### src/rtl/inst_mem.sv
// Memory-access stage: issues dmem loads/stores over a req/ack handshake, formats load data,
// folds misalignment and bus timeouts into the trap fields, and registers the mem2wb stage.
module inst_mem #(
    parameter int unsigned TIMEOUT = 255
) (
    input  logic        clk,
    input  logic        reset,
    input  logic        ex2mem_valid_ffout,
    input  logic        ex2mem_ld_ffout,
    input  logic        ex2mem_st_ffout,
    input  logic [2:0]  ex2mem_funct3_ffout,
    input  logic [31:0] ex2mem_addr_ffout,
    input  logic [31:0] ex2mem_stdata_ffout,
    input  logic [31:0] ex2mem_pc_ffout,
    input  logic        ex2mem_wr_reg_ffout,
    input  logic [4:0]  ex2mem_wr_regindex_ffout,
    input  logic [31:0] ex2mem_wr_wdata_ffout,
    input  logic        ex2mem_rd_is_x1_ffout,
    input  logic        ex2mem_rd_is_xn_ffout,
    input  logic        ex2mem_rv16_ffout,
    input  logic        ex2mem_wr_csrreg_ffout,
    input  logic [11:0] ex2mem_wr_csrindex_ffout,
    input  logic [31:0] ex2mem_wr_csrwdata_ffout,
    input  logic        ex2mem_mstatus_pmie_ffout,
    input  logic        ex2mem_mstatus_mie_ffout,
    input  logic [31:0] ex2mem_mtvec_ffout,
    input  logic        ex2mem_exp_ffout,
    input  logic [4:0]  ex2mem_causecode_ffout,
    input  logic [31:0] ex2mem_mtval_ffout,
    output logic        dmem_req,
    output logic        dmem_we,
    output logic [31:0] dmem_addr,
    output logic [31:0] dmem_wdata,
    output logic [3:0]  dmem_be,
    input  logic        dmem_ack,
    input  logic [31:0] dmem_rdata,
    output logic        mem_stall,
    output logic        mem2wb_valid_ffout,
    output logic        mem2wb_ld_ffout,
    output logic        mem2wb_st_ffout,
    output logic [2:0]  mem2wb_funct3_ffout,
    output logic [31:0] mem2wb_addr_ffout,
    output logic [31:0] mem2wb_stdata_ffout,
    output logic [31:0] mem2wb_pc_ffout,
    output logic        mem2wb_wr_reg_ffout,
    output logic [4:0]  mem2wb_wr_regindex_ffout,
    output logic [31:0] mem2wb_wr_wdata_ffout,
    output logic        mem2wb_rd_is_x1_ffout,
    output logic        mem2wb_rd_is_xn_ffout,
    output logic        mem2wb_rv16_ffout,
    output logic        mem2wb_wr_csrreg_ffout,
    output logic [11:0] mem2wb_wr_csrindex_ffout,
    output logic [31:0] mem2wb_wr_csrwdata_ffout,
    output logic        mem2wb_mstatus_pmie_ffout,
    output logic        mem2wb_mstatus_mie_ffout,
    output logic [31:0] mem2wb_mtvec_ffout,
    output logic        mem2wb_exp_ffout,
    output logic [4:0]  mem2wb_causecode_ffout,
    output logic [31:0] mem2wb_mtval_ffout,
    output logic [31:0] mem2wb_mepc_ffout
);

    typedef enum logic [0:0] {StIdle, StReq} state_e;

    typedef struct packed {
        logic        valid;
        logic        ld;
        logic        st;
        logic [2:0]  funct3;
        logic [31:0] addr;
        logic [31:0] stdata;
        logic [31:0] pc;
        logic        wr_reg;
        logic [4:0]  wr_regindex;
        logic [31:0] wr_wdata;
        logic        rd_is_x1;
        logic        rd_is_xn;
        logic        rv16;
        logic        wr_csrreg;
        logic [11:0] wr_csrindex;
        logic [31:0] wr_csrwdata;
        logic        mstatus_pmie;
        logic        mstatus_mie;
        logic [31:0] mtvec;
        logic        exp;
        logic [4:0]  causecode;
        logic [31:0] mtval;
        logic [31:0] mepc;
    } wb_t;

    localparam logic [7:0] CntLast = 8'(TIMEOUT - 1);

    state_e      state_q, state_d;
    logic [7:0]  cnt_q, cnt_d;
    logic        req_q, req_d, we_q, we_d;
    logic [31:0] addr_q, addr_d, wdata_q, wdata_d;
    logic [3:0]  be_q, be_d;
    wb_t         mem2wb_q, mem2wb_d;

    wb_t         pass, fault;
    logic        is_mem, misaligned, timeout_hit;
    logic [31:0] lane, ld_data, st_wdata;
    logic [3:0]  st_be;

    assign is_mem      = ex2mem_ld_ffout | ex2mem_st_ffout;
    assign timeout_hit = (cnt_q == CntLast);

    // Byte ops never fault; halves need addr[0]=0; everything else is treated as a word.
    always_comb begin
        unique case (ex2mem_funct3_ffout[1:0])
            2'b00:   misaligned = 1'b0;
            2'b01:   misaligned = ex2mem_addr_ffout[0];
            default: misaligned = |ex2mem_addr_ffout[1:0];
        endcase
    end

    always_comb begin
        pass = '{
            valid:        ex2mem_valid_ffout,
            ld:           ex2mem_ld_ffout,
            st:           ex2mem_st_ffout,
            funct3:       ex2mem_funct3_ffout,
            addr:         ex2mem_addr_ffout,
            stdata:       ex2mem_stdata_ffout,
            pc:           ex2mem_pc_ffout,
            wr_reg:       ex2mem_wr_reg_ffout,
            wr_regindex:  ex2mem_wr_regindex_ffout,
            wr_wdata:     ex2mem_wr_wdata_ffout,
            rd_is_x1:     ex2mem_rd_is_x1_ffout,
            rd_is_xn:     ex2mem_rd_is_xn_ffout,
            rv16:         ex2mem_rv16_ffout,
            wr_csrreg:    ex2mem_wr_csrreg_ffout,
            wr_csrindex:  ex2mem_wr_csrindex_ffout,
            wr_csrwdata:  ex2mem_wr_csrwdata_ffout,
            mstatus_pmie: ex2mem_mstatus_pmie_ffout,
            mstatus_mie:  ex2mem_mstatus_mie_ffout,
            mtvec:        ex2mem_mtvec_ffout,
            exp:          ex2mem_exp_ffout,
            causecode:    ex2mem_causecode_ffout,
            mtval:        ex2mem_mtval_ffout,
            mepc:         ex2mem_pc_ffout
        };
        fault           = pass;
        fault.exp       = 1'b1;
        fault.mtval     = ex2mem_addr_ffout;
        fault.wr_reg    = 1'b0;
        fault.wr_csrreg = 1'b0;
    end

    assign lane = dmem_rdata >> {ex2mem_addr_ffout[1:0], 3'b000};

    always_comb begin
        case (ex2mem_funct3_ffout)
            3'b000:  ld_data = {{24{lane[7]}}, lane[7:0]};
            3'b001:  ld_data = {{16{lane[15]}}, lane[15:0]};
            3'b100:  ld_data = {24'd0, lane[7:0]};
            3'b101:  ld_data = {16'd0, lane[15:0]};
            default: ld_data = dmem_rdata;
        endcase
    end

    always_comb begin
        st_be    = 4'b1111;
        st_wdata = ex2mem_stdata_ffout;
        case (ex2mem_funct3_ffout[1:0])
            2'b00: begin
                st_be    = 4'b0001 << ex2mem_addr_ffout[1:0];
                st_wdata = {4{ex2mem_stdata_ffout[7:0]}};
            end
            2'b01: begin
                st_be    = ex2mem_addr_ffout[1] ? 4'b1100 : 4'b0011;
                st_wdata = {2{ex2mem_stdata_ffout[15:0]}};
            end
            default: ;
        endcase
    end

    always_ff @(posedge clk or posedge reset) begin
        if (reset) begin
            state_q  <= StIdle;
            cnt_q    <= '0;
            req_q    <= 1'b0;
            we_q     <= 1'b0;
            addr_q   <= '0;
            wdata_q  <= '0;
            be_q     <= '0;
            mem2wb_q <= '0;
        end else begin
            state_q  <= state_d;
            cnt_q    <= cnt_d;
            req_q    <= req_d;
            we_q     <= we_d;
            addr_q   <= addr_d;
            wdata_q  <= wdata_d;
            be_q     <= be_d;
            mem2wb_q <= mem2wb_d;
        end
    end

    always_comb begin
        state_d = state_q;
        cnt_d   = cnt_q;
        unique case (state_q)
            StIdle: begin
                if (ex2mem_valid_ffout && is_mem && !ex2mem_exp_ffout && !misaligned) begin
                    state_d = StReq;
                    cnt_d   = '0;
                end
            end
            StReq: begin
                if (dmem_ack || timeout_hit) state_d = StIdle;
                else                         cnt_d   = cnt_q + 8'd1;
            end
            default: state_d = StIdle;
        endcase
    end

    always_comb begin
        mem_stall = 1'b0;
        mem2wb_d  = '0;
        req_d     = req_q;
        we_d      = we_q;
        addr_d    = addr_q;
        wdata_d   = wdata_q;
        be_d      = be_q;
        unique case (state_q)
            StIdle: begin
                if (!ex2mem_valid_ffout) begin
                    mem2wb_d = '0;
                end else if (ex2mem_exp_ffout || !is_mem) begin
                    mem2wb_d = pass;
                end else if (misaligned) begin
                    mem2wb_d           = fault;
                    mem2wb_d.causecode = ex2mem_ld_ffout ? 5'd4 : 5'd6;
                end else begin
                    mem_stall = 1'b1;
                    req_d     = 1'b1;
                    we_d      = ex2mem_st_ffout;
                    addr_d    = {ex2mem_addr_ffout[31:2], 2'b00};
                    wdata_d   = st_wdata;
                    be_d      = ex2mem_st_ffout ? st_be : 4'b1111;
                end
            end
            StReq: begin
                if (dmem_ack) begin
                    req_d    = 1'b0;
                    we_d     = 1'b0;
                    be_d     = 4'b0000;
                    mem2wb_d = pass;
                    if (ex2mem_ld_ffout) mem2wb_d.wr_wdata = ld_data;
                    else                 mem2wb_d.wr_reg   = 1'b0;
                end else if (timeout_hit) begin
                    req_d              = 1'b0;
                    we_d               = 1'b0;
                    be_d               = 4'b0000;
                    mem2wb_d           = fault;
                    mem2wb_d.causecode = ex2mem_ld_ffout ? 5'd5 : 5'd7;
                end else begin
                    mem_stall = 1'b1;
                end
            end
            default: ;
        endcase
    end

    assign dmem_req   = req_q;
    assign dmem_we    = we_q;
    assign dmem_addr  = addr_q;
    assign dmem_wdata = wdata_q;
    assign dmem_be    = be_q;

    assign mem2wb_valid_ffout        = mem2wb_q.valid;
    assign mem2wb_ld_ffout           = mem2wb_q.ld;
    assign mem2wb_st_ffout           = mem2wb_q.st;
    assign mem2wb_funct3_ffout       = mem2wb_q.funct3;
    assign mem2wb_addr_ffout         = mem2wb_q.addr;
    assign mem2wb_stdata_ffout       = mem2wb_q.stdata;
    assign mem2wb_pc_ffout           = mem2wb_q.pc;
    assign mem2wb_wr_reg_ffout       = mem2wb_q.wr_reg;
    assign mem2wb_wr_regindex_ffout  = mem2wb_q.wr_regindex;
    assign mem2wb_wr_wdata_ffout     = mem2wb_q.wr_wdata;
    assign mem2wb_rd_is_x1_ffout     = mem2wb_q.rd_is_x1;
    assign mem2wb_rd_is_xn_ffout     = mem2wb_q.rd_is_xn;
    assign mem2wb_rv16_ffout         = mem2wb_q.rv16;
    assign mem2wb_wr_csrreg_ffout    = mem2wb_q.wr_csrreg;
    assign mem2wb_wr_csrindex_ffout  = mem2wb_q.wr_csrindex;
    assign mem2wb_wr_csrwdata_ffout  = mem2wb_q.wr_csrwdata;
    assign mem2wb_mstatus_pmie_ffout = mem2wb_q.mstatus_pmie;
    assign mem2wb_mstatus_mie_ffout  = mem2wb_q.mstatus_mie;
    assign mem2wb_mtvec_ffout        = mem2wb_q.mtvec;
    assign mem2wb_exp_ffout          = mem2wb_q.exp;
    assign mem2wb_causecode_ffout    = mem2wb_q.causecode;
    assign mem2wb_mtval_ffout        = mem2wb_q.mtval;
    assign mem2wb_mepc_ffout         = mem2wb_q.mepc;

endmodule

### config.mk
export PLATFORM = sky130hd
export DESIGN_NAME = inst_mem
export DESIGN_NICKNAME = d
export VERILOG_FILES = /design/src/rtl/inst_mem.sv
export SDC_FILE = /design/constraint.sdc
export NUM_CORES = 1
export LEC_CHECK = 0
export ABC_AREA = 1
export CAP_MARGIN = 20
export CORE_AREA = 2 2 254 256
export DETAILED_ROUTE_END_ITERATION = 8
export DIE_AREA = 0 0 256 258
export PLACE_DENSITY = 0.49
export SYNTH_ARGS = -nofsm -noshare
export SYNTH_HDL_FRONTEND = slang
export SYNTH_SLANG_ARGS = --single-unit
### constraint.sdc
create_clock -name clk -period 10.09 [get_ports clk]
set_input_delay 1.5135 -clock clk [delete_from_list [all_inputs] [get_ports clk]]
set_output_delay 1.5135 -clock clk [all_outputs]
set_load 0.02 [all_outputs]
======== After elaboration in Yosys (flattened, before gate mapping) ========
Index checks and enable logic that the tools add are counted.
cells by class
  mux-type cells .......................... 44
  add/sub/neg operators ................... 1
  equality and inequality tests ........... 11
  shifts and indexed selects .............. 2
  bitwise operators ....................... 4
  reduce and logical (&&, ||, !) cells .... 14
operator list
  operator               count
  $mux W292              5
  $pmux W292 S2          1
  $pmux W32 S4           1
  $pmux W32 S2           1
  $mux W32               1
  $shr A32 B5 Y16        1
  $mux W4                7
  $mux W1                16
  $mux W8                2
  $pmux W4 S2            2
  $pmux W8 S2            1
  $ne A2 B2 Y1 const B   5
  $pmux W1 S2            5
  $add A8 B1 Y8 const B  1
  $eq A8 B8 Y1 const B   1
  $reduce_and A4 Y1      2
  $eq A3 B3 Y1 const B   2
  $mux W2                2
  $shl A1 B2 Y4 const A  1
  $eq A3 B1 Y1 const B   1
  $logic_and A1 B1 Y1    3
  $logic_not A1 Y1       3
  $logic_not A3 Y1       1
  $ne A3 B2 Y1 const B   1
  7 further kinds        10
word-level totals
  output and inout port bits .............. 363
  flip-flop bits (word level) ............. 369
  word-level logic and storage cells ...... 106
  input port bits ......................... 295

======== Logic depth before layout (Yosys ltp) ========
  depth in word-level cells ............... 7
  mapped depth ............................ 13
  gate-level depth less buffers ........... 11

======== Worst setup path before layout ========
OpenSTA, ideal clock, no wires.
  kind .................................... input -> output
  start point ............................. in ex2mem_funct3_ffout[1]
  end point ............................... out mem_stall
  path buffers ............................ 2
  data arrival time ....................... 2.617 ns
  cell stages on the path ................. 7
  path slack .............................. 5.960 ns
  required time ........................... 8.576 ns
  cell sequence ........................... clkbuf_1 > inv_1 > o21ai_1 > nand2_1 > nand3_2 > buf_1 > nand2_1
on the way
  word-level cells in the longest chain between the ends .. 6
  elaborated cells between the ends (all ways) .. 7
  classes of those cells .................. 1 x eq/ne; 5 x mux; 1 x reduce/logical
ends and longest elaborated chain
  what                                              line  RTL
  start, declared                                   11    input logic [2:0] ex2mem_funct3_ffout,
  $eq A2 B1 Y1 or $logic_not A2 Y1 (tied branches)  110   unique case (ex2mem_funct3_ffout[1:0])
  $pmux W1 S2 (*)                                   110
  $mux W1 (*)                                       232   end else if (misaligned) begin
  $mux W1 (*)                                       230   end else if (ex2mem_exp_ffout || !is_mem) begin
  $mux W1 (*)                                       228   if (!ex2mem_valid_ffout) begin
  $pmux W1 S2 (*)                                   226   unique case (state_q)
  end, declared                                     37    output logic mem_stall,
Every way passes the cells marked *; elsewhere a longest branch is shown, timed or not.

======== Worst setup path in the final report ========
Same ends and word-level chain as after synthesis.

==> impl_metrics.toml <==
[synth]
synth_warnings = 0
yosys_register_bits = 337
ys_seq_area_share_pct = 61.7
synth_cells = 1590
avgSynthCellArea_um2 = 8.59
synth_cell_types = 29
syn_area_um2 = 13700

[grt]
gr-usage-all-layers_pct = 17.7
grt_first_pass_wirelength_mm = 88.1
grt_overflow = 0
grt_pass1_vias = 13000
grt_antenna_before_repair = 12
grt_start_max_net_pins = 156

[worst_setup_path]
critPathLaunchType = "primary input"
end_kind = "primary output"
cp_data_arrival_time_ns = 3.92
critPathKind = "in -> out"
worstRegToRegCells = 6
cp_max_fo = 51
r2r_setup_slack_ns = 7.05
timing.rr.end = "mem2wb_mtval_ffout[26]$_DFF_PP0_"
r2r-start = "state_q$_DFF_PP0_"
worst_ep_required_time_ns = 8.58

[route]
avgRoutedWirePerCell_um = 19.5
drt_iter0_drc = 829
wirelength_mm = 59.8
remaining_drc_errors = 0
first_pass_iters = 5
postRouteAntennaNets = 0
avgViaCountPerCell = 4.14
via_count = 12700

[pwr]
p_leak_nw = 10.5
p_clk_share_pct = 36.8
power_frac_seq_pct = 37.9
power_frac_comb_pct = 25.3
p_sw_mw = 1.30
swShare_pct = 31.0
cellPowerDensity_nw_per_um2 = 189
internal-power_mw = 2.89
ir_drop_mv = 0.117

[layout]
multi_input_area_um2 = 4400
area_delta_synth_final_pct = 62.3
nNetsFinal = 2476
instances_no_fill = 3071
register_area_um2 = 8430
drive_gt1_share_pct = 4.20
fillCellCount = 6587

[floorplanning]
dieArea_um2 = 66000
die_h_um = 258
boundaryPins = 658
core_um2 = 63600
fp.dieW_um = 256
start_util_pct = 21.5
rows = 93

[hold_path]
whs_path_depth = 2
hp-start = "dmem_addr[31]$_DFFE_PP0P_"
min-delay-path-class = "reg -> reg"
holdPathEnd = "dmem_addr[31]$_DFFE_PP0P_"

[clock_tree]
path_clk_slew_ns = 0.06
cts_tree = "built"
clk_latency_ns = 0.58
post_cts_buffers = 0
cts_sinks = 337
htreeDepth = 2
post_cts_resized = 0
clock_path_buffers = 3
cts_root_buffer = "clkbuf_16"
cts_hold_buffers = 0
cts_buffers = 43

[timing]
whs_ns = 0.476
fin_crit_ns = 5.43
rsz0062_at_grt = "false"
maxSlewHeadroom_pct = 31.3
setup_viol = 0
finalSetupTns_ns = 0
hold_violations = 0
skew_ns = 0.0130
fin_crit_sh_pct = 53.8
tightest_slew_ns = 1.03
finalMaxSlewViolations = 0
max_freq_mhz = 184

[run]
max-cap-violations = 0

[placement]
portBuffers = 655
post-place-cells = 2989
gp_congestion = 0.894
dp_hpwl_mm = 44.2

[status]
outcome = "finished clean"
[cell families after synthesis]
logic type                 synth area share (%)
adders and majority gates                 0.183
xor gates and xnor gates                  0.256
and+or+nand+nor                            26.1
AOI/OAI and AO/OA                          5.37
other                                    0.0274
buffers and inverters                      6.32
DFF                                        61.7
[registers in the layout (all words and copies together) (netlist names), 3 cells and up]
| name | cells |
|---|---|
| dmem_wdata | 32 |
| mem2wb_addr_ffout | 32 |
| mem2wb_mepc_ffout | 32 |
| mem2wb_mtval_ffout | 32 |
| mem2wb_mtvec_ffout | 32 |
| mem2wb_stdata_ffout | 32 |
| mem2wb_wr_csrwdata_ffout | 32 |
| mem2wb_wr_wdata_ffout | 32 |
| dmem_addr | 30 |
| mem2wb_wr_csrindex_ffout | 12 |
| cnt_q | 8 |
| mem2wb_causecode_ffout | 5 |
| mem2wb_wr_regindex_ffout | 5 |
| dmem_be | 4 |
| mem2wb_funct3_ffout | 3 |
[power by group through the flow]
stage               Clock [mW]  Sequential (mW)  Combinational, mW
finish                    1.54             1.59               1.06
global route              1.65             1.61               1.14
CTS                       1.60             1.59               1.08
detailed placement           0             1.61               1.07
global placement             0             1.61               1.07
floorplan                    0             1.80              0.275
[per-stage QoR]
| stage | setup slack (ns) | power, mW | area (µm²) | utilization, % |
|---|---|---|---|---|
| floorplan | 4.07 | 2.08 | 13700 | - |
| global placement | 4.66 | 2.68 | 20800 | 32.6 |
| detailed placement | 4.61 | 2.68 | 20800 | 32.6 |
| CTS | 4.61 | 4.26 | 22200 | 34.8 |
| global route | 4.44 | 4.39 | 22200 | 34.8 |
| finish | 4.66 | 4.18 | 22200 | 34.9 |
[layout make-up]
class                           instances  share of cell area, %
Antenna cell                            4                 0.0451
Clock buffer                           66                   5.60
Clock inverter                         12                  0.733
Inverter                               54                  0.931
Multi-Input combinational cell       1079                   19.8
Sequential cell                       337                   38.0
Tap cell                              855                   4.82
Timing Repair Buffer                  664                   30.0
[critical path: stages]
cell,delay [ns]
buf_2,0.10
buf_4,0.30
inv_1,0.71
o21ai_1,0.19
nand2_1,0.18
nand3_4,0.15
nand2_1,0.11
clkdlybuf4s50_1,0.63
[placed cells by master (no fill, tap or decap), types with 15 or more instances in the layout]
cell type / instances
o21ai_0: 99
inv_1: 46
dfrtp_1: 337
clkbuf_16: 43
a21oi_1: 24
nand2_1: 640
nor2_1: 238
nand3_1: 36
clkbuf_1: 15
clkdlybuf4s50_1: 654
[cells in the mapped netlist (all sizes together)]
master	number	area (µm²)
clkbuf	26	97.6
a211oi	1	7.51
o21ai	109	546
or2	3	18.8
nor3	3	20.0
nand2	643	2420
a21oi	26	138
conb	1	3.75
dfrtp	337	8430
inv	54	203
ha	2	25.0
o22ai	3	18.8
o21a	1	7.51
xor2	4	35.0
nand4	3	18.8
a21o	1	7.51
buf	95	563
o221ai	1	8.76
nor2	239	900
nand3	38	195
[per-layer routing]
layer / global-route usage, % / up-vias / wire [µm]
met5: 0 / - / 92
met4: 6.16 / 14 / 1840
met3: 6.23 / 107 / 4910
met2: 30.1 / 481 / 29500
met1: 20.7 / 6066 / 23500
li1: - / 6044 / -
[worst max-delay path by stage]
stage,from,end,slack (ns),depth (start not counted)
6_report,ex2mem_funct3_ffout[1],mem_stall,4.66,8
3_3_place_gp,ex2mem_funct3_ffout[1],mem_stall,4.66,8
3_5_place_dp,ex2mem_funct3_ffout[1],mem_stall,4.61,8
4_1_cts,ex2mem_funct3_ffout[1],mem_stall,4.61,8
2_1_floorplan,reset,cnt_q[0]$_DFFE_PP0P_,4.07,1
5_1_grt,ex2mem_funct3_ffout[1],mem_stall,4.44,8
Note: power is estimated with default switching activity, not from simulation.
